### src/rtl/decode_queue_if.sv
// -----------------------------------------------------------------------------
// common_pkg + decode_queue_if
//
// common_pkg holds the instruction/decode types shared by fetch, decode and
// issue: instruction_t, the encoding enum and the control_t record, plus the
// RV32 major opcodes the decoder recognises.
//
// decode_queue_if bundles both handshakes of the decode queue:
//   in_valid/in_ready/in_instr/in_pc        fetch -> queue
//   out_valid/out_ready/out_instr/out_pc,
//   out_control/out_illegal/out_fp          queue -> issue
// Modports:
//   master : the environment (fetch driver + issue consumer)
//   slave  : the decode queue itself
// -----------------------------------------------------------------------------
package common_pkg;

    typedef logic [31:0] instruction_t;

    // ENC_NONE must stay the all-zero encoding so that an illegal entry's
    // control record is simply '0.
    typedef enum logic [2:0] {
        ENC_NONE = 3'd0,
        R_TYPE   = 3'd1,
        I_TYPE   = 3'd2,
        S_TYPE   = 3'd3,
        B_TYPE   = 3'd4,
        U_TYPE   = 3'd5,
        J_TYPE   = 3'd6
    } enc_t;

    typedef struct packed {
        enc_t       encoding;
        logic [4:0] rd;
        logic [4:0] rs1;
        logic [4:0] rs2;
    } control_t;

    localparam logic [6:0] OPC_LUI      = 7'b0110111;
    localparam logic [6:0] OPC_AUIPC    = 7'b0010111;
    localparam logic [6:0] OPC_JAL      = 7'b1101111;
    localparam logic [6:0] OPC_JALR     = 7'b1100111;
    localparam logic [6:0] OPC_BRANCH   = 7'b1100011;
    localparam logic [6:0] OPC_LOAD     = 7'b0000011;
    localparam logic [6:0] OPC_STORE    = 7'b0100011;
    localparam logic [6:0] OPC_OP_IMM   = 7'b0010011;
    localparam logic [6:0] OPC_OP       = 7'b0110011;
    localparam logic [6:0] OPC_LOAD_FP  = 7'b0000111;
    localparam logic [6:0] OPC_STORE_FP = 7'b0100111;
    localparam logic [6:0] OPC_OP_FP    = 7'b1010011;

    localparam logic [6:0] F7_BASE   = 7'b0000000;
    localparam logic [6:0] F7_ALT    = 7'b0100000;
    localparam logic [6:0] F7_MULDIV = 7'b0000001;

endpackage

interface decode_queue_if;
    import common_pkg::*;

    logic         in_valid;
    logic         in_ready;
    instruction_t in_instr;
    logic [31:0]  in_pc;

    logic         out_valid;
    logic         out_ready;
    instruction_t out_instr;
    logic [31:0]  out_pc;
    control_t     out_control;
    logic         out_illegal;
    logic         out_fp;

    modport master (
        output in_valid, in_instr, in_pc, out_ready,
        input  in_ready, out_valid, out_instr, out_pc, out_control, out_illegal, out_fp
    );

    modport slave (
        input  in_valid, in_instr, in_pc, out_ready,
        output in_ready, out_valid, out_instr, out_pc, out_control, out_illegal, out_fp
    );
endinterface

### src/rtl/decode_queue.sv
// -----------------------------------------------------------------------------
// decode_queue
//
// Decode stage between fetch and issue. Each accepted instruction is
// classified (encoding type, legality, FP flag) combinationally and written,
// together with its PC, into a DEPTH-entry FIFO that drains to issue.
// Illegal instructions are still queued and are counted in a saturating
// counter; optionally the queue stops accepting after an illegal one until
// flush.
//
// Parameters:
//   DEPTH            FIFO entries (power of two, >= 2)
//   CNT_W            width of illegal_count
//   STALL_ON_ILLEGAL 1: hold in_ready low after accepting an illegal entry
//
// Ports:
//   clk            clock, rising edge
//   rst_n          asynchronous active-low reset
//   flush          drop every queued entry, clear the stall latch
//   bus            decode_queue_if.slave (fetch-side and issue-side handshakes)
//   occupancy      number of entries held
//   illegal_count  illegal instructions accepted since reset (saturating)
//
// Build option:
//   FPU_DECODE_EN  when defined, F-extension opcodes decode as legal and set
//                  out_fp; otherwise they are illegal and out_fp is always 0.
// -----------------------------------------------------------------------------
module decode_queue
    import common_pkg::*;
#(
    parameter int DEPTH            = 4,
    parameter int CNT_W            = 16,
    parameter int STALL_ON_ILLEGAL = 0
) (
    input  logic                       clk,
    input  logic                       rst_n,
    input  logic                       flush,
    decode_queue_if.slave              bus,
    output logic [$clog2(DEPTH+1)-1:0] occupancy,
    output logic [CNT_W-1:0]           illegal_count
);

    localparam int AW = $clog2(DEPTH);
    localparam int PW = AW + 1;

    typedef struct packed {
        instruction_t instr;
        logic [31:0]  pc;
        control_t     control;
        logic         illegal;
        logic         fp;
    } entry_t;

    // ------------------------------------------------------------------
    // Combinational decode of the offered instruction
    // ------------------------------------------------------------------
    logic [6:0] opcode;
    logic [2:0] funct3;
    logic [6:0] funct7;
    enc_t       dec_enc;
    logic       dec_fp;
    logic       dec_illegal;
    entry_t     in_entry;

    assign opcode = bus.in_instr[6:0];
    assign funct3 = bus.in_instr[14:12];
    assign funct7 = bus.in_instr[31:25];

`ifdef FPU_DECODE_EN
    logic [4:0] rs2;
    assign rs2 = bus.in_instr[24:20];
`endif

    always_comb begin
        dec_enc = ENC_NONE;
        dec_fp  = 1'b0;
        case (opcode)
            OPC_LUI, OPC_AUIPC: dec_enc = U_TYPE;
            OPC_JAL:            dec_enc = J_TYPE;
            OPC_JALR:   if (funct3 == 3'b000) dec_enc = I_TYPE;
            // funct3 010/011 are unassigned branch conditions
            OPC_BRANCH: if (funct3 != 3'b010 && funct3 != 3'b011) dec_enc = B_TYPE;
            OPC_LOAD:   if (funct3 != 3'b011 && funct3 != 3'b110 && funct3 != 3'b111) dec_enc = I_TYPE;
            OPC_STORE:  if (funct3 <= 3'b010) dec_enc = S_TYPE;
            OPC_OP_IMM: begin
                // Shift-immediates carry a funct7 field that must be valid
                case (funct3)
                    3'b001:  if (funct7 == F7_BASE) dec_enc = I_TYPE;
                    3'b101:  if (funct7 == F7_BASE || funct7 == F7_ALT) dec_enc = I_TYPE;
                    default: dec_enc = I_TYPE;
                endcase
            end
            OPC_OP: begin
                if (funct7 == F7_BASE || funct7 == F7_MULDIV ||
                    (funct7 == F7_ALT && (funct3 == 3'b000 || funct3 == 3'b101)))
                    dec_enc = R_TYPE;
            end
`ifdef FPU_DECODE_EN
            OPC_LOAD_FP: begin
                if (funct3 == 3'b010) begin
                    dec_enc = I_TYPE;
                    dec_fp  = 1'b1;
                end
            end
            OPC_STORE_FP: begin
                if (funct3 == 3'b010) begin
                    dec_enc = S_TYPE;
                    dec_fp  = 1'b1;
                end
            end
            OPC_OP_FP: begin
                // Arithmetic ops use funct3 as rounding mode, so any value is accepted
                case (funct7)
                    7'b0000000, 7'b0000100,
                    7'b0001000, 7'b0001100: dec_enc = R_TYPE;
                    7'b0101100:             if (rs2 == 5'd0) dec_enc = R_TYPE;
                    7'b1010000:             if (funct3 <= 3'b010) dec_enc = R_TYPE;
                    7'b1110000, 7'b1111000: if (rs2 == 5'd0 && funct3 == 3'b000) dec_enc = R_TYPE;
                    default:                dec_enc = ENC_NONE;
                endcase
                dec_fp = (dec_enc != ENC_NONE);
            end
`endif
            default: dec_enc = ENC_NONE;
        endcase
    end

    assign dec_illegal = (dec_enc == ENC_NONE);

    always_comb begin
        in_entry                  = '0;
        in_entry.instr            = bus.in_instr;
        in_entry.pc               = bus.in_pc;
        in_entry.control.encoding = dec_enc;
        in_entry.illegal          = dec_illegal;
        in_entry.fp               = dec_fp;
    end

    // ------------------------------------------------------------------
    // FIFO control
    // ------------------------------------------------------------------
    logic [PW-1:0]    wr_ptr_reg;
    logic [PW-1:0]    rd_ptr_reg;
    logic             stall_reg;
    logic [CNT_W-1:0] cnt_reg;
    logic             empty;
    logic             full;
    logic             push;
    logic             pop;

    // Pointers carry one extra wrap bit: equal = empty, differing only in
    // the wrap bit = full.
    assign empty = (wr_ptr_reg == rd_ptr_reg);
    assign full  = (wr_ptr_reg[AW] != rd_ptr_reg[AW]) &&
                   (wr_ptr_reg[AW-1:0] == rd_ptr_reg[AW-1:0]);

    // Flush blocks the push side outright so nothing offered in the flush
    // cycle is enqueued or counted.
    assign bus.in_ready  = rst_n && !full && !stall_reg && !flush;
    assign bus.out_valid = !empty;

    assign push = bus.in_valid && bus.in_ready;
    assign pop  = bus.out_valid && bus.out_ready && !flush;

    always_ff @(posedge clk or negedge rst_n) begin
        if (!rst_n) begin
            wr_ptr_reg <= '0;
            rd_ptr_reg <= '0;
            stall_reg  <= 1'b0;
        end else if (flush) begin
            wr_ptr_reg <= '0;
            rd_ptr_reg <= '0;
            stall_reg  <= 1'b0;
        end else begin
            if (push) wr_ptr_reg <= wr_ptr_reg + 1'b1;
            if (pop)  rd_ptr_reg <= rd_ptr_reg + 1'b1;
            if (STALL_ON_ILLEGAL != 0 && push && dec_illegal) stall_reg <= 1'b1;
        end
    end

    // Flush does not touch the counter; push is already suppressed by flush.
    always_ff @(posedge clk or negedge rst_n) begin
        if (!rst_n) begin
            cnt_reg <= '0;
        end else if (push && dec_illegal && cnt_reg != '1) begin
            cnt_reg <= cnt_reg + 1'b1;
        end
    end

    assign illegal_count = cnt_reg;
    assign occupancy     = wr_ptr_reg - rd_ptr_reg;

    // ------------------------------------------------------------------
    // Entry storage. No reset: stale slots are never visible because the
    // head is gated by out_valid, which reset clears.
    // ------------------------------------------------------------------
    entry_t mem_reg [DEPTH];
    entry_t head_entry;
    entry_t out_entry;

    always_ff @(posedge clk) begin
        if (push) mem_reg[wr_ptr_reg[AW-1:0]] <= in_entry;
    end

    assign head_entry = mem_reg[rd_ptr_reg[AW-1:0]];
    assign out_entry  = bus.out_valid ? head_entry : '0;

    assign bus.out_instr   = out_entry.instr;
    assign bus.out_pc      = out_entry.pc;
    assign bus.out_control = out_entry.control;
    assign bus.out_illegal = out_entry.illegal;
    assign bus.out_fp      = out_entry.fp;

endmodule

### src/flat_wrapper.sv
// flat-port wrapper written by rule: the top's interface ports become plain ports
module decode_queue_flat import common_pkg::*;
#(
    parameter int DEPTH            = 4,
    parameter int CNT_W            = 16,
    parameter int STALL_ON_ILLEGAL = 0
)
  (clk, rst_n, flush, occupancy, illegal_count, bus_in_valid, bus_in_instr, bus_in_pc, bus_out_ready, bus_in_ready, bus_out_valid, bus_out_instr, bus_out_pc, bus_out_control, bus_out_illegal, bus_out_fp);
  decode_queue_if bus_i ();
  input  logic clk;
  input  logic rst_n;
  input  logic flush;
  output logic [$clog2(DEPTH+1)-1:0] occupancy;
  output logic [CNT_W-1:0] illegal_count;
  input wire logic [$bits(bus_i.in_valid)-1:0] bus_in_valid;
  input wire logic [$bits(bus_i.in_instr)-1:0] bus_in_instr;
  input wire logic [$bits(bus_i.in_pc)-1:0] bus_in_pc;
  input wire logic [$bits(bus_i.out_ready)-1:0] bus_out_ready;
  output wire logic [$bits(bus_i.in_ready)-1:0] bus_in_ready;
  output wire logic [$bits(bus_i.out_valid)-1:0] bus_out_valid;
  output wire logic [$bits(bus_i.out_instr)-1:0] bus_out_instr;
  output wire logic [$bits(bus_i.out_pc)-1:0] bus_out_pc;
  output wire logic [$bits(bus_i.out_control)-1:0] bus_out_control;
  output wire logic [$bits(bus_i.out_illegal)-1:0] bus_out_illegal;
  output wire logic [$bits(bus_i.out_fp)-1:0] bus_out_fp;
  assign bus_i.in_valid = bus_in_valid;
  assign bus_i.in_instr = bus_in_instr;
  assign bus_i.in_pc = bus_in_pc;
  assign bus_i.out_ready = bus_out_ready;
  assign bus_in_ready = bus_i.in_ready;
  assign bus_out_valid = bus_i.out_valid;
  assign bus_out_instr = bus_i.out_instr;
  assign bus_out_pc = bus_i.out_pc;
  assign bus_out_control = bus_i.out_control;
  assign bus_out_illegal = bus_i.out_illegal;
  assign bus_out_fp = bus_i.out_fp;
  decode_queue #(.DEPTH(DEPTH), .CNT_W(CNT_W), .STALL_ON_ILLEGAL(STALL_ON_ILLEGAL)) u_core (.clk(clk), .rst_n(rst_n), .flush(flush), .bus(bus_i), .occupancy(occupancy), .illegal_count(illegal_count));
endmodule
### config.mk
export PLATFORM = sky130hd
export DESIGN_NAME = decode_queue_flat
export DESIGN_NICKNAME = d
export VERILOG_FILES = /design/src/rtl/decode_queue_if.sv /design/src/rtl/decode_queue.sv /design/src/flat_wrapper.sv
export SDC_FILE = /design/constraint.sdc
export NUM_CORES = 1
export LEC_CHECK = 0
export CAP_MARGIN = 25
export CORE_MARGIN = 3
export CORE_UTILIZATION = 30
export CTS_CLUSTER_SIZE = 8
export DETAILED_ROUTE_END_ITERATION = 10
export PLACE_DENSITY = 0.6
export SLEW_MARGIN = 25
export SYNTH_ARGS = -nofsm -noshare
export SYNTH_HDL_FRONTEND = slang
export SYNTH_SLANG_ARGS = --single-unit
### constraint.sdc
create_clock -name clk -period 11.86 [get_ports clk]
set_clock_uncertainty 0.1 [all_clocks]
set_input_delay 3.558 -clock clk [delete_from_list [all_inputs] [get_ports clk]]
set_output_delay 3.558 -clock clk [all_outputs]
set_load 0.03 [all_outputs]
==> results of run 1 <==
-- cells by family (layout without fill, tap and decap cells) --
kind of cell | Yosys count | after routing | synth area share, %
mux | 69 | 69 | 13.1
buf+inv | 50 | 233 | 2.24
other cells | 1 | 16 | 0.0317
simple gates | 143 | 143 | 7.13
xor+xnor | 21 | 21 | 1.62
fa+ha+maj | 9 | 9 | 1.01
compound gates | 18 | 18 | 1.31
flops | 294 | 294 | 73.6
-- final timing paths --
check                                         start                  endpoint  cells after the start  slack [ns]
setup / recovery                              flush              bus_in_ready                      4        3.04
hold reg to reg            u_core.illegal_count[15]  u_core.illegal_count[15]                      1        0.41
setup reg to reg               u_core.rd_ptr_reg[0]     u_core.mem_reg[2][65]                      5        8.55
hold / removal             u_core.illegal_count[15]  u_core.illegal_count[15]                      1        0.41
max in group asynchronous                     rst_n      u_core.rd_ptr_reg[0]                      1        8.37
min in group asynchronous                     rst_n   u_core.illegal_count[2]                      1        2.89
-- cell type report --
cell class / instances / area (um^2)
flip-flops and latches: 294 / 8730
repair buffers: 163 / 1610
inverters: 9 / 33.8
fillers: 3530 / 23700
multi-input cells: 276 / 2950
clock buffers: 58 / 1140
well taps: 518 / 648
clock inverters: 3 / 21.3
-- where the power goes --
part	leakage (nW)	internal [mW]	switching (mW)
logic	1.61	0.234	0.288
registers	2.76	1.16	0.0312
clock network	0.564	0.659	0.413
-- layout by cell type (no fill, tap or decap), types with 2 or more instances in the layout --
| cell | n |
|---|---|
| edfxtp_1 | 272 |
| clkdlybuf4s50_1 | 156 |
| and2_1 | 69 |
| mux4_2 | 68 |
| clkbuf_16 | 43 |
| dfrtp_1 | 20 |
| nand2_1 | 19 |
| xor2_1 | 17 |
| conb_1 | 16 |
| clkbuf_1 | 14 |
| nor3_1 | 10 |
| nor4_1 | 10 |
| inv_1 | 8 |
| nor2_1 | 8 |
| ha_1 | 8 |
| nand4_1 | 6 |
| nand3_1 | 6 |
| buf_4 | 6 |
| o31ai_1 | 4 |
| and3_4 | 4 |
| xnor2_1 | 3 |
| o21ai_0 | 3 |
| a21oi_1 | 2 |
| clkinv_1 | 2 |
| and4_1 | 2 |
| nor4b_1 | 2 |
| dfrtp_4 | 2 |
-- routing by layer --
| metal | track usage [%] | vias to the layer above | part of all wire, % |
|---|---|---|---|
| met1 | 16.9 | 3144 | 44 |
| met3 | 4.13 | 51 | 7.3 |
| met4 | 4.28 | 8 | 2.4 |
| met5 | 0 | - | 0.17 |
| li1 | - | 2738 | - |
| met2 | 20.0 | 176 | 46 |
==> results by group, run 1 <==
Outcome
  – Status: complete, no violations

Worst setup path
  – CP Class: input port to primary output
  – Max stage delay on crit path: 0.71 ns
  – CP delay by family, top: buffers and inverters
  – Crit path max-delay cell type: clkdlybuf4s50_1
  – Critical-path cell list: clkdlybuf4s50_1, inv_1, o211a_1, clkdlybuf4s50_1
  – Buf+Inv Stages, Crit Path: 3
  – Type of origin of the critical path: input port
  – CP required: 8.20 ns
  – CP dominant cell by count: clkdlybuf4s50_1
  – Max FO, Critical Path: 7
  – Critical Path End Type: primary output
  – Worst path arrival time: 5.16 ns

Clock tree
  – Post_cts resized: 0
  – Post-CTS setup buffer count: 0
  – Number of buffers created by CTS: 43
  – Clock-pin slew on the worst setup and hold paths: 0.05 ns
  – Max Buffers Root-to-Sink: 3
  – Worst-Skew Late Latency: 0.54 ns
  – Num Clock Sinks: 294
  – Clk Tree Root Cell: clkbuf_16
  – Hold Buf Count CTS: 0
  – TritonCTS clock tree: yes
  – H-Tree Depth: 2

Timing
  – Final Cycle Share: 74.3%
  – Slew @ Worst Pin: 0.916 ns
  – Final WS setup: 3.04 ns
  – Setup TNS: 0 ns
  – Fmax: 0.113 GHz
  – Max-slew violation count: 0
  – RSZ-0062 raised after global routing: false
  – Fin crit period: 8.82 ns
  – Hold slack: 0.407 ns
  – Fin. Hold Viols: 0
  – Slew headroom: 38.5%
  – Finish-stage setup viols: 0

Layout
  – Fin nets: 865
  – Share of layout cells above drive strength 1: 17.1%
  – Ant diodes: 0
  – Synth-to-layout area growth: 27.8%
  – Design area: 0.0151 mm^2
  – Core Util, Final: 39.0%
  – Finished Layout Cells: 1321
  – Number of flip-flops in the largest register: 272

Flow run
  – Max_cap viols: 0

Drt
  – DR iter-0 viols: 321
  – Drt pass-1 iters: 4
  – DRC: 0
  – Drt wl/cell: 20.0 um
  – Vias per Instance: 4.63
  – Post-route ant nets: 0
  – DRT Wirelength: 26400 um
  – Via count: 6117

Yosys
  – Seq cells post-synth: 294
  – Post-Syn Area per Cell: 19.6 um^2
  – Top cell type by total area after synthesis: edfxtp_1
  – Top-count cell post-synth: edfxtp_1
  – Post-synth top area share: 69.0%
  – Most used DFF post-synth: edfxtp_1
  – Top cells by area, synth: edfxtp_1 (69%), mux4_2 (13%), dfrtp_1 (4.6%), and2_1 (3.6%), xor2_1 (1.3%)
  – Synth warn: 0
  – Post-synth ARST share: 7.48%
  – Cells after Synth: 605
  – Number of distinct library cells after synthesis: 45
  – Post-synth top cells: edfxtp_1 (272), and2_1 (69), mux4_2 (68)
  – Register area share after synthesis: 73.6%
  – EDFF count, synth: 272
  – Cell Area, Synth: 0.0118 mm^2

Floorplanning
  – Chip Height: 205 um
  – Starting Density: 30.5%
  – Core area: 0.0388 mm^2
  – # IOs: 174
  – Die W: 205 um
  – Die area: 0.0419 mm^2
  – Std cell rows: 72

GRT
  – Antenna violations before repair: 5
  – First-pass GRT wire length: 40200 um
  – Largest net degree at the start of global routing: 73
  – Number of global-route vias before repair: 6565
  – GRT overflow: 0
  – Total GRT Usage: 12.8%

Power
  – PD cells: 184 mW/mm^2
  – Final Power: 2.78 mW
  – Peak VDD IR: 0.126 mV
  – Static leakage: 4.93 nW

Placement
  – Placed inst area: 0.0140 mm^2
  – GP Congestion: 0.768
  – Port bufs: 157
  – Cell Count Post-Placement: 1260
  – Placed wire-length estimate: 15000 um
  – Setup WS pre-CTS: 3.05 ns

Hold path
  – Hold crit path type: register to register
(Power assumes the default switching activity.)
==> run 2: changes to the inputs <==
==> constraint.sdc (replaced) <==
create_clock -name clk -period 9.25 [get_ports clk]
set_clock_uncertainty 0.1 [all_clocks]
set_input_delay 2.775 -clock clk [delete_from_list [all_inputs] [get_ports clk]]
set_output_delay 2.775 -clock clk [all_outputs]
set_load 0.03 [all_outputs]
==> run 2 against run 1 <==
  * Flip-flop and latch count is the same
  * Sequential power grew 29%
  * Routed wire length shrank 0.69%
  * Worst hold slack lost 0.0074 ns
  * Via count shrank 0.92%
  * Clock-buffer cell count grew 4
  * Critical path depth is the same
  * Final cell count grew 0.53%
  * Sequential share of layout area shrank 0.25 points
  * Non-clock buffer count grew 1
  * First-iteration DRC count shrank 2.5%
  * Worst setup slack lost 1.2 ns
==> results by group, run 2 (same netlist as run 1, synthesis figures left out) <==
Worst setup path
  – Critical R2R Launch: u_core.rd_ptr_reg[0]
  – Worst path arrival time: 4.53 ns
  – Max stage delay on crit path: 0.70 ns
  – Critical Path End Type: primary output
  – Worst setup path end: bus_in_ready
  – CP dominant cell by count: clkdlybuf4s50_1
  – R2R Setup Slk: 5.87 ns
  – Crit path max-delay cell type: clkdlybuf4s50_1
  – Type of origin of the critical path: input port
  – CP required: 6.38 ns
  – Reg2Reg Depth: 5
  – Critical-path cell list: clkdlybuf4s50_1, buf_4, o211a_1, clkdlybuf4s50_1
  – Max FO, Critical Path: 23
  – Worst R2R End: u_core.mem_reg[2][35]
  – CP Class: input port to primary output
  – Crit path from: rst_n

Power
  – Static leakage: 4.96 nW
  – PD cells: 237 mW/mm^2
  – Final Power: 3.60 mW
  – Peak VDD IR: 0.144 mV

Outcome
  – Status: complete, no violations

Floorplanning
  – Core area: 0.0388 mm^2
  – # IOs: 174
  – Std cell rows: 72
  – Die area: 0.0419 mm^2
  – Starting Density: 30.5%
  – Die W: 205 um
  – Chip Height: 205 um

Timing
  – Slew @ Worst Pin: 0.965 ns
  – Fmax: 0.135 GHz
  – Final Cycle Share: 80.0%
  – Fin. Hold Viols: 0
  – Slew headroom: 35.7%
  – Fin crit period: 7.40 ns
  – Finish-stage setup viols: 0
  – RSZ-0062 raised after global routing: false
  – Final WS setup: 1.85 ns
  – Setup TNS: 0 ns
  – Max-slew violation count: 0

Drt
  – DRC: 0
  – Via count: 6061
  – Drt pass-1 iters: 4
  – Vias per Instance: 4.56
  – Post-route ant nets: 0
  – Drt wl/cell: 19.7 um
  – DR iter-0 viols: 313
  – DRT Wirelength: 26200 um

GRT
  – Number of global-route vias before repair: 6585
  – Largest net degree at the start of global routing: 73
  – Antenna violations before repair: 5
  – GRT overflow: 0
  – First-pass GRT wire length: 39800 um
  – Total GRT Usage: 12.7%

Placement
  – Placed inst area: 0.0140 mm^2
  – Placed wire-length estimate: 14900 um
  – Port bufs: 157
  – Setup WS pre-CTS: 1.83 ns
  – GP Congestion: 0.757

Layout
  – Fin nets: 866
  – Design area: 0.0152 mm^2
  – Number of flip-flops in the largest register: 272
  – Share of layout cells above drive strength 1: 17.3%
  – Commonest non-fill, non-tap cell in the layout: edfxtp_1
  – Commonest cells after routing, fill and taps aside: edfxtp_1 (272), clkdlybuf4s50_1 (157), and2_1 (69), mux4_2 (68), clkbuf_16 (44)
  – Synth-to-layout area growth: 28.3%

Flow run
  – Max_cap viols: 0

Clock tree
  – Clk Tree Root Cell: clkbuf_16
  – TritonCTS clock tree: yes
  – Post_cts resized: 0
  – Max Buffers Root-to-Sink: 3
  – Clock-pin slew on the worst setup and hold paths: 0.05 ns
  – Worst-Skew Late Latency: 0.55 ns
  – Num Clock Sinks: 294
  – Post-CTS setup buffer count: 0
  – Hold Buf Count CTS: 0
  – Number of buffers created by CTS: 43
  – H-Tree Depth: 2

Hold path
  – Hold crit path type: register to register
run 2: cell count changes in the layout (fill, tap and decap cells not counted), sizes merged:
cell	before	now
clkinv	3	4
clkdlybuf4s50	156	157
diode	0	1
clkbuf	58	62
run 2: through the flow:
stage	hold slack [ns]	util [%]	cells
2_1_floorplan	0.460	-	620
3_3_place_gp	0.382	36.0	1261
3_5_place_dp	0.387	36.0	1261
4_1_cts	0.403	39.1	1327
5_1_grt	0.416	39.1	1327
6_report	0.400	39.1	1328
run 2: worst min-delay path by stage:
stage,slack [ns],endpoint,start,cells after the start
floorplan,0.46,u_core.rd_ptr_reg[2],u_core.rd_ptr_reg[2],2
global placement,0.38,u_core.illegal_count[15],u_core.illegal_count[15],1
detailed placement,0.39,u_core.illegal_count[15],u_core.illegal_count[15],1
CTS,0.40,u_core.illegal_count[15],u_core.illegal_count[15],1
global route,0.42,u_core.illegal_count[15],u_core.illegal_count[15],1
finish,0.40,u_core.illegal_count[15],u_core.illegal_count[15],1
run 2: routing by layer:
layer | global-route usage, % | up-vias | part of all wire [%] | wire, um
met5 | 0 | - | 0.19 | 51
met3 | 4.40 | 57 | 7.2 | 1880
met1 | 17.2 | 3078 | 45 | 11900
met2 | 19.2 | 171 | 45 | 11800
met4 | 4.10 | 8 | 2.4 | 624
li1 | - | 2747 | - | -
run 2: area by class of cell:
cell class                 count  area, um^2
multi-input combinational    276        2950
inverter                       9        33.8
clock inverter                 4        35.0
sequential                   294        8730
clock buffer                  62        1180
antenna                        1        2.50
fill                        3599       23600
tap                          518         648
timing repair buffer         164        1620
run 2: where the power goes:
| group | switching, mW | leakage (nW) | internal (mW) |
|---|---|---|---|
| clock | 0.538 | 0.589 | 0.870 |
| sequential | 0.0420 | 2.76 | 1.48 |
| combinational | 0.369 | 1.61 | 0.300 |
| total | 0.949 | 4.96 | 2.65 |
run 2: worst max-delay path: cells and delay by family:
family | cells | cell delay, ns
buffers and inverters | 3 | 1.44
AO/OA/AOI/OAI | 1 | 0.31
